### src/rtl/piso_pkg.sv
// Shared state encoding and elaboration-time sizing helpers for the PISO serializer.
// Latency: not applicable (types and constant functions only).
// Backpressure: not applicable.
package piso_pkg;

  typedef enum logic {
    ST_IDLE  = 1'b0,
    ST_SHIFT = 1'b1
  } piso_state_t;

  // Ceiling log2; clog2(1) = 0, callers clamp to a minimum width themselves.
  function automatic int clog2(input int value);
    int result;
    int v;
    result = 0;
    v      = value - 1;
    while (v > 0) begin
      result = result + 1;
      v      = v >> 1;
    end
    return result;
  endfunction

  // Number of serial beats needed to drain one parallel word.
  function automatic int beats(input int data_w, input int lanes);
    return (lanes > 0) ? (data_w / lanes) : 1;
  endfunction

  // Beat counter width: enough to hold BEATS-1, never narrower than one bit.
  function automatic int cnt_width(input int n_beats);
    int w;
    w = clog2(n_beats);
    return (w < 1) ? 1 : w;
  endfunction

endpackage

### src/rtl/piso_beat_counter.sv
// Beat index counter for one word in flight; flags the final beat of the word.
// Latency: terminal is combinational from the registered count.
// Backpressure: advances only when en (beat handshake) is high; load restarts at beat 0.
module piso_beat_counter
  import piso_pkg::*;
#(
  parameter int BEATS = 8
) (
  input  logic clk,
  input  logic rst,
  input  logic load,
  input  logic en,
  output logic terminal
);

  localparam int               CNT_W = cnt_width(BEATS);
  localparam logic [CNT_W-1:0] LAST  = CNT_W'(BEATS - 1);

  logic [CNT_W-1:0] count;

  // Count handshaked beats; a new word (load) wins over an advance in the same cycle.
  always_ff @(posedge clk) begin
    if (rst) begin
      count <= '0;
    end else if (load) begin
      count <= '0;
    end else if (en) begin
      count <= terminal ? '0 : count + 1'b1;
    end
  end

  // Final beat of the word: with a single beat per word every beat is final.
  always_comb begin
    terminal = (count == LAST);
  end

endmodule

### src/rtl/piso_stream_serializer.sv
// Parallel-in serial-out converter: one DATA_W word out as DATA_W/LANES beats, LSB- or MSB-first.
// Latency: first beat valid the cycle after the word is accepted; back-to-back words with no bubble.
// Backpressure: m_ready low freezes the presented beat; s_ready only in IDLE or on the last-beat handshake.
module piso_stream_serializer
  import piso_pkg::*;
#(
  parameter int DATA_W = 8,
  parameter int LANES  = 1
) (
  input  logic              clk,
  input  logic              rst,
  input  logic              s_valid,
  output logic              s_ready,
  input  logic [DATA_W-1:0] s_data,
  input  logic              s_msb_first,
  output logic              m_valid,
  input  logic              m_ready,
  output logic [LANES-1:0]  m_data,
  output logic              m_last,
  output logic              busy
);

  localparam int BEATS = beats(DATA_W, LANES);

  generate
    if ((LANES < 1) || (LANES > DATA_W) || ((DATA_W % LANES) != 0)) begin : g_bad_geometry
      $error("piso_stream_serializer: DATA_W (%0d) must be a positive multiple of LANES (%0d)",
             DATA_W, LANES);
    end
  endgenerate

  piso_state_t       state;
  piso_state_t       state_nxt;
  logic [DATA_W-1:0] sreg;
  logic              msb_first_q;
  logic              s_fire;
  logic              m_fire;
  logic              terminal;

  piso_beat_counter #(
    .BEATS (BEATS)
  ) u_beat_counter (
    .clk      (clk),
    .rst      (rst),
    .load     (s_fire),
    .en       (m_fire),
    .terminal (terminal)
  );

  // Handshake qualifiers; s_ready never looks at s_valid so upstream may wait on it.
  always_comb begin
    m_fire  = m_valid && m_ready;
    s_ready = (state == ST_IDLE) || (m_fire && m_last);
    s_fire  = s_valid && s_ready;
  end

  // FSM state register; reset drops any word in flight.
  always_ff @(posedge clk) begin
    if (rst) begin
      state <= ST_IDLE;
    end else begin
      state <= state_nxt;
    end
  end

  // FSM next state: a word accepted on the final beat keeps us in SHIFT with no bubble.
  always_comb begin
    state_nxt = state;
    case (state)
      ST_IDLE: begin
        if (s_fire) begin
          state_nxt = ST_SHIFT;
        end
      end
      ST_SHIFT: begin
        if (m_fire && m_last && !s_fire) begin
          state_nxt = ST_IDLE;
        end
      end
      default: begin
        state_nxt = ST_IDLE;
      end
    endcase
  end

  // FSM outputs: a beat is presented for the whole of SHIFT, even while stalled.
  always_comb begin
    m_valid = 1'b0;
    busy    = 1'b0;
    m_last  = 1'b0;
    case (state)
      ST_SHIFT: begin
        m_valid = 1'b1;
        busy    = 1'b1;
        m_last  = terminal;
      end
      default: begin
        m_valid = 1'b0;
      end
    endcase
  end

  // Shift register and order flag: load on accept, shift toward the output end on each beat.
  // Zero fill means the register is empty (all zero) once a word has fully drained.
  always_ff @(posedge clk) begin
    if (rst) begin
      sreg        <= '0;
      msb_first_q <= 1'b0;
    end else if (s_fire) begin
      sreg        <= s_data;
      msb_first_q <= s_msb_first;
    end else if (m_fire) begin
      if (msb_first_q) begin
        sreg <= sreg << LANES;
      end else begin
        sreg <= sreg >> LANES;
      end
    end
  end

  // Direction mux: pick the top or bottom slice; lane i stays bit i of the slice.
  always_comb begin
    if (msb_first_q) begin
      m_data = sreg[DATA_W-1 -: LANES];
    end else begin
      m_data = sreg[LANES-1:0];
    end
  end

  // A stalled beat must stay presented unchanged until it is taken.
  a_stall_hold : assert property (@(posedge clk) disable iff (rst)
    (m_valid && !m_ready) |=> (m_valid && $stable(m_data) && $stable(m_last)));

  // Upstream is only offered a slot in SHIFT when the final beat leaves this cycle.
  a_ready_in_shift : assert property (@(posedge clk) disable iff (rst)
    (s_ready && (state == ST_SHIFT)) |-> (m_fire && m_last));

endmodule
### config.mk
export PLATFORM = sky130hd
export DESIGN_NAME = piso_stream_serializer
export DESIGN_NICKNAME = d
export VERILOG_FILES = /design/src/rtl/piso_pkg.sv /design/src/rtl/piso_beat_counter.sv /design/src/rtl/piso_stream_serializer.sv
export SDC_FILE = /design/constraint.sdc
export NUM_CORES = 1
export LEC_CHECK = 0
export BUFFER_PORTS_ARGS = -buffer_cell sky130_fd_sc_hd__buf_4
export CELL_PAD_IN_SITES_DETAIL_PLACEMENT = 2
export CELL_PAD_IN_SITES_GLOBAL_PLACEMENT = 2
export CORE_MARGIN = 2
export CORE_UTILIZATION = 30
export CTS_CLUSTER_DIAMETER = 150
export CTS_CLUSTER_SIZE = 16
export DETAILED_ROUTE_END_ITERATION = 8
export PLACE_DENSITY_LB_ADDON = 0.1
export SYNTH_ARGS = -nofsm -noshare
export SYNTH_HDL_FRONTEND = slang
export SYNTH_SLANG_ARGS = --single-unit
### constraint.sdc
create_clock -name clk -period 2.05 [get_ports clk]
set_input_delay 0 -clock clk [delete_from_list [all_inputs] [get_ports clk]]
set_output_delay 0 -clock clk [all_outputs]
set_load 0.02 [all_outputs]
Yosys cells after proc, flatten, opt, wreduce, memory -nomap -nowiden:

Cells that the tools add are included.

* logic and storage cells: 25
* bits of input ports: 13
* bits in registers: 13
* output and inout port bits: 5

* equality and inequality tests: 1
* mux-type cells: 10
* reduce and logical (&&, ||, !) cells: 8
* $add $sub $neg: 1
* bitwise operators: 1

Operators by type and width (count)
* 2-to-1 mux 8 bit: 3
* 2-to-1 mux 1 bit: 5
* logical AND 1 bit: 4
* adder 3 x 1 -> 3 bit, second input constant: 1
* equality test 3 bit, second input constant: 1
* 2-to-1 mux 3 bit: 1
* one-hot mux 1 bit (2 select lines): 1
* nonzero test 2 bit: 1
* OR reduction 2 bit: 1
* zero test 1 bit: 1
* logical OR 1 bit: 1
* NOT 1 bit: 1

Longest topological paths before layout:

* depth after elaboration: 9
* gate-level depth with buffers: 6
* mapped depth without buffers: 6

By module:

A second synthesis with hierarchy kept.

* cells, all modules: 80
* area total of the unflattened synthesis: 790.8 um2

Modules (own cells, without submodules)
* piso_stream_serializer: seq. area each 200.2 um2, times used 1, cells each 67, area an instance 641.9 um2
* piso_beat_counter: seq. area each 60.1 um2, times used 1, cells each 13, area an instance 148.9 um2

Least setup slack after synthesis:

No wires, ideal clock.

* kind: reg2reg
* start point: register u_beat_counter.count[0]
* end point: register sreg[0]
* data required time: 1.947 ns
* path buffers: 1
* library setup time: 0.103 ns
* data arrival time: 1.343 ns
* cell stages (with the launch flop): 7
* setup slack: 0.604 ns
* clock period less this slack: 1.446 ns
* cell sequence: dfxtp_1 -> ha_1 -> ha_1 -> a21boi_2 -> buf_2 -> nor3_1 -> a2111oi_2

* word-level cells in the longest chain between the ends: 6
* elaborated cells between the ends (all ways): 7
* those cells by class: 1 x eq/ne; 2 x mux; 4 x reduce/logical

Ends and longest elaborated chain
* from (decl): RTL line piso_beat_counter.sv:19 `logic [CNT_W-1:0] count;`
* from (signal assigned): RTL line piso_beat_counter.sv:28 `count <= terminal ? '0 : count + 1'b1;`
* equality test 3 bit (*): RTL line piso_beat_counter.sv:34 `terminal = (count == LAST);`
* 2-to-1 mux 1 bit (*): RTL line piso_stream_serializer.sv:91 `case (state)`
* logical AND 1 bit (*): RTL line piso_stream_serializer.sv:53 `s_ready = (state == ST_IDLE) || (m_fire && m_last);`
* logical OR 1 bit (*): RTL line piso_stream_serializer.sv:53
* logical AND 1 bit (*): RTL line piso_stream_serializer.sv:54 `s_fire = s_valid && s_ready;`
* 2-to-1 mux 8 bit / nonzero test 2 bit (equally long branches)
* to (signal assigned): RTL line piso_stream_serializer.sv:110 `sreg <= s_data;`
* to (signal assigned): RTL line piso_stream_serializer.sv:114 `sreg <= sreg << LANES;`
* to (signal assigned): RTL line piso_stream_serializer.sv:116 `sreg <= sreg >> LANES;`
* to (decl): RTL line piso_stream_serializer.sv:34 `logic [DATA_W-1:0] sreg;`

Mark *: on every way between the ends. The rest lies on a longest branch, timed or not.
A chain may end at the register's enable or synchronous reset.

Worst setup path after layout:

* start point: register u_beat_counter.count[0]
* end point: register msb_first_q

* word-level cells in the longest chain between the ends: 5

Ends and longest elaborated chain
* equality test 3 bit: RTL line piso_beat_counter.sv:34
* 2-to-1 mux 1 bit: RTL line piso_stream_serializer.sv:91
* logical AND 1 bit: RTL line piso_stream_serializer.sv:53
* logical OR 1 bit: RTL line piso_stream_serializer.sv:53
* logical AND 1 bit: RTL line piso_stream_serializer.sv:54
* to (signal assigned): RTL line piso_stream_serializer.sv:111 `msb_first_q <= s_msb_first;`
* to (decl): RTL line piso_stream_serializer.sv:35 `logic msb_first_q;`

No other way between the ends.

==> flow_metrics.py <==
metrics = {
    "yosys": {
        "netlist_instances": 83,
        "yosys.area.top_type": "dfxtp_1",
        "synthTopCellsByArea": "dfxtp_1, a221oi_1, nor3_1",
        "synth_cell_types": 30,
        "synth_top_area_share_pct": 34.2,
        "synth_fp_nets": 98,
        "ys_seq_elements": 13,
        "yosysWarnings": 0,
        "synth_area_um2": 762,
        "ys_seq_area_share_pct": 34.2,
        "syn_avg_cell_area_um2": 9.18,
    },
    "final_layout": {
        "n_antenna_cell": 0,
        "layout_commonest_cell": "buf_4",
        "fillCellCount": 281,
        "drive_gt1_share_pct": 33.7,
        "layout_common_cells": "buf_4, dfxtp_1, nor3_1",
        "fin_nets": 120,
        "final_cell_count_no_fill": 134,
        "syn2layout_area_growth_pct": 27.6,
    },
    "place": {
        "port_buffers": 17,
        "place_ws_ns": 0.437,
        "place_inst": 125,
        "dp_hpwl_mm": 1.61,
        "place_congestion": 0.686,
    },
    "routing": {
        "drc": 0,
        "drtIter0Drc": 5,
        "drtPass1Iterations": 2,
        "via_per_inst": 5.34,
        "routedWlPerCell_um": 17.0,
        "wirelength_mm": 2.27,
        "vias": 716,
        "ant_nets": 0,
    },
    "critical_path": {
        "end_kind": "flop",
        "worstPathRequired_ns": 2.22,
        "cp.arrival_ns": 2.10,
        "cp_top_family": "buffers and inverters",
        "critical_path_class": "flop to flop",
        "r2r_start": "u_beat_counter.count[0]",
        "critical_path.most_common_cell": "ha_1",
        "rr_worst_depth": 7,
        "crit_buf_inv": 2,
        "crit_fanout": 10,
        "critPathLaunchType": "flop",
        "crit_path_max_incr_delay_ns": 0.55,
        "path_depth": 7,
        "worstPathCellList": "ha_1 -> ha_1 -> a21boi_2 -> inv_2 -> nand3_1 -> a21oi_1 -> dlygate4sd3_1",
        "crit_start": "u_beat_counter.count[0]",
        "slowest_stage": "dlygate4sd3_1",
    },
    "global_route": {
        "grt_max_degree": 15,
        "gr-usage-met2_pct": 29.1,
        "grt_use_total_pct": 17.7,
        "grt_use_met1_pct": 23.0,
        "antenna_found_initial": 0,
        "use_met3_pct": 3.28,
        "grt_remaining_overflow": 0,
        "first_global_vias": 755,
        "grt_pass1_wl_mm": 3.66,
        "busiest_layer": "met2",
    },
    "worst_hold_path": {
        "hold_depth": 3,
        "hold_path_class": "primary input to flop",
        "worstHoldStart": "s_data[5]",
    },
    "run_status": {
        "run_status": "complete, no violations",
    },
    "cts": {
        "clockBufferDepth": 2,
        "cts_tree": "built",
        "htree_levels": 1,
        "path_clk_slew_ns": 0.09,
        "cts.sinks": 13,
        "cts_made_buffers": 3,
        "clkLatencyLatePin_ns": 0.28,
        "root_buffer": "clkbuf_4",
    },
    "die": {
        "coreArea_mm2": 0.00243,
        "die_w_um": 54.4,
        "initial_core_util_pct": 31.3,
        "ios": 18,
        "rows": 18,
        "dieHeight_um": 54.4,
        "dieArea_mm2": 0.00296,
    },
    "sta": {
        "max_freq_mhz": 518,
        "tightest_slew_ns": 0.441,
        "finalCriticalPeriod_ns": 1.93,
        "setup_slack_ns": 0.121,
        "fin_skew_ns": 0.00731,
        "rsz0062_at_grt": "no",
        "hold_viol": 0,
        "setup_violations": 0,
        "fin_setup_tns_ns": 0,
        "maxSlewViolCount": 0,
        "maxSlewHeadroom_pct": 70.0,
        "finalCritPeriodShare_pct": 94.1,
    },
    "power_and_ir_drop": {
        "p_leak_nw": 0.400,
        "irDropWorstVdd_mv": 0.285,
        "power.density_mw_per_mm2": 616,
    },
    "job": {
        "max_cap_violations": 0,
    },
}
worst min-delay path, delay by kind of cell:
kind | cells | cell delay [ns]
AND/OR/NAND/NOR | 1 | 0.04
AO/OA/AOI/OAI | 1 | 0.17
buffers and inverters | 1 | 0.08
synthesized netlist by cell type:
cell       count
dfxtp_1       13
nor3_1        10
a221oi_1       6
nand3b_1       6
o31ai_1        6
a21oi_1        4
and2_1         4
buf_2          3
nand2_1        3
a2111oi_2      2
buf_6          2
clkbuf_1       2
ha_1           2
inv_2          2
mux2i_1        2
nor2b_1        2
a21boi_2       1
a21oi_2        1
and2_2         1
buf_4          1
clkinv_1       1
mux2_1         1
mux2i_2        1
nand3_1        1
nor2_1         1
nor2b_2        1
nor2b_4        1
o21ai_1        1
or2_0          1
or3_1          1
where the power goes:
part,switching [W],internal [W]
Clock,0.0000929,0.0000755
Combinational,0.0000730,0.0000723
Sequential,0.0000164,0.000269
Total,0.000182,0.000417
worst paths after layout:
| path | slack, ns | endpoint |
|---|---|---|
| worst max-delay path | 0.12 | msb_first_q |
| worst min-delay path | 0.04 | sreg[5] |
| worst max register to register | 0.12 | msb_first_q |
| worst min register to register | 0.52 | sreg[5] |
cell type report:
type	count	area (um^2)	share of cell area [%]
Tap cell	30	37.5	3.86
Timing Repair Buffer	25	199	20.5
Multi-Input combinational cell	59	438	45.0
Inverter	3	11.3	1.16
Sequential cell	13	260	26.8
Clock buffer	4	26.3	2.70
timing repair:
item                                    CTS  global route
endpoints found under the hold margin     5             0
buffers inserted                          0             2
endpoints found under the setup margin    0             1
resized for setup                         0             1
hold buffers                              3             0
metal layers:
| metal | vias up | wire length, um |
|---|---|---|
| met5 | - | 0 |
| met4 | 0 | 27 |
| met3 | 4 | 60 |
| met2 | 11 | 1050 |
| met1 | 349 | 1140 |
| li1 | 352 | - |
logic make-up after synthesis:
logic type      share of synthesized area, %
simple gates                            25.6
compound gates                          22.7
flops                                   34.2
buf+inv                                 8.37
mux                                     5.91
fa+ha+maj                               3.28
state kept, by name (all words and copies together) (netlist names):
signal,flops
state,1
sreg,8
u_beat_counter.count,3
msb_first_q,1
per-stage QoR:
| stage | util [%] | instance area (um^2) | hold WS (ns) | total power [W] |
|---|---|---|---|---|
| detailed placement | 36.9 | 897 | 0.291 | 0.000428 |
| global route | 40.0 | 972 | 0.0677 | 0.000635 |
| finish | 40.0 | 972 | 0.0385 | 0.000599 |
| CTS | 39.2 | 953 | 0.0336 | 0.000602 |
| global placement | 36.9 | 897 | 0.271 | 0.000424 |
| floorplan | - | 762 | 0.0689 | 0.000379 |
Note: power is estimated with default switching activity, not from simulation.
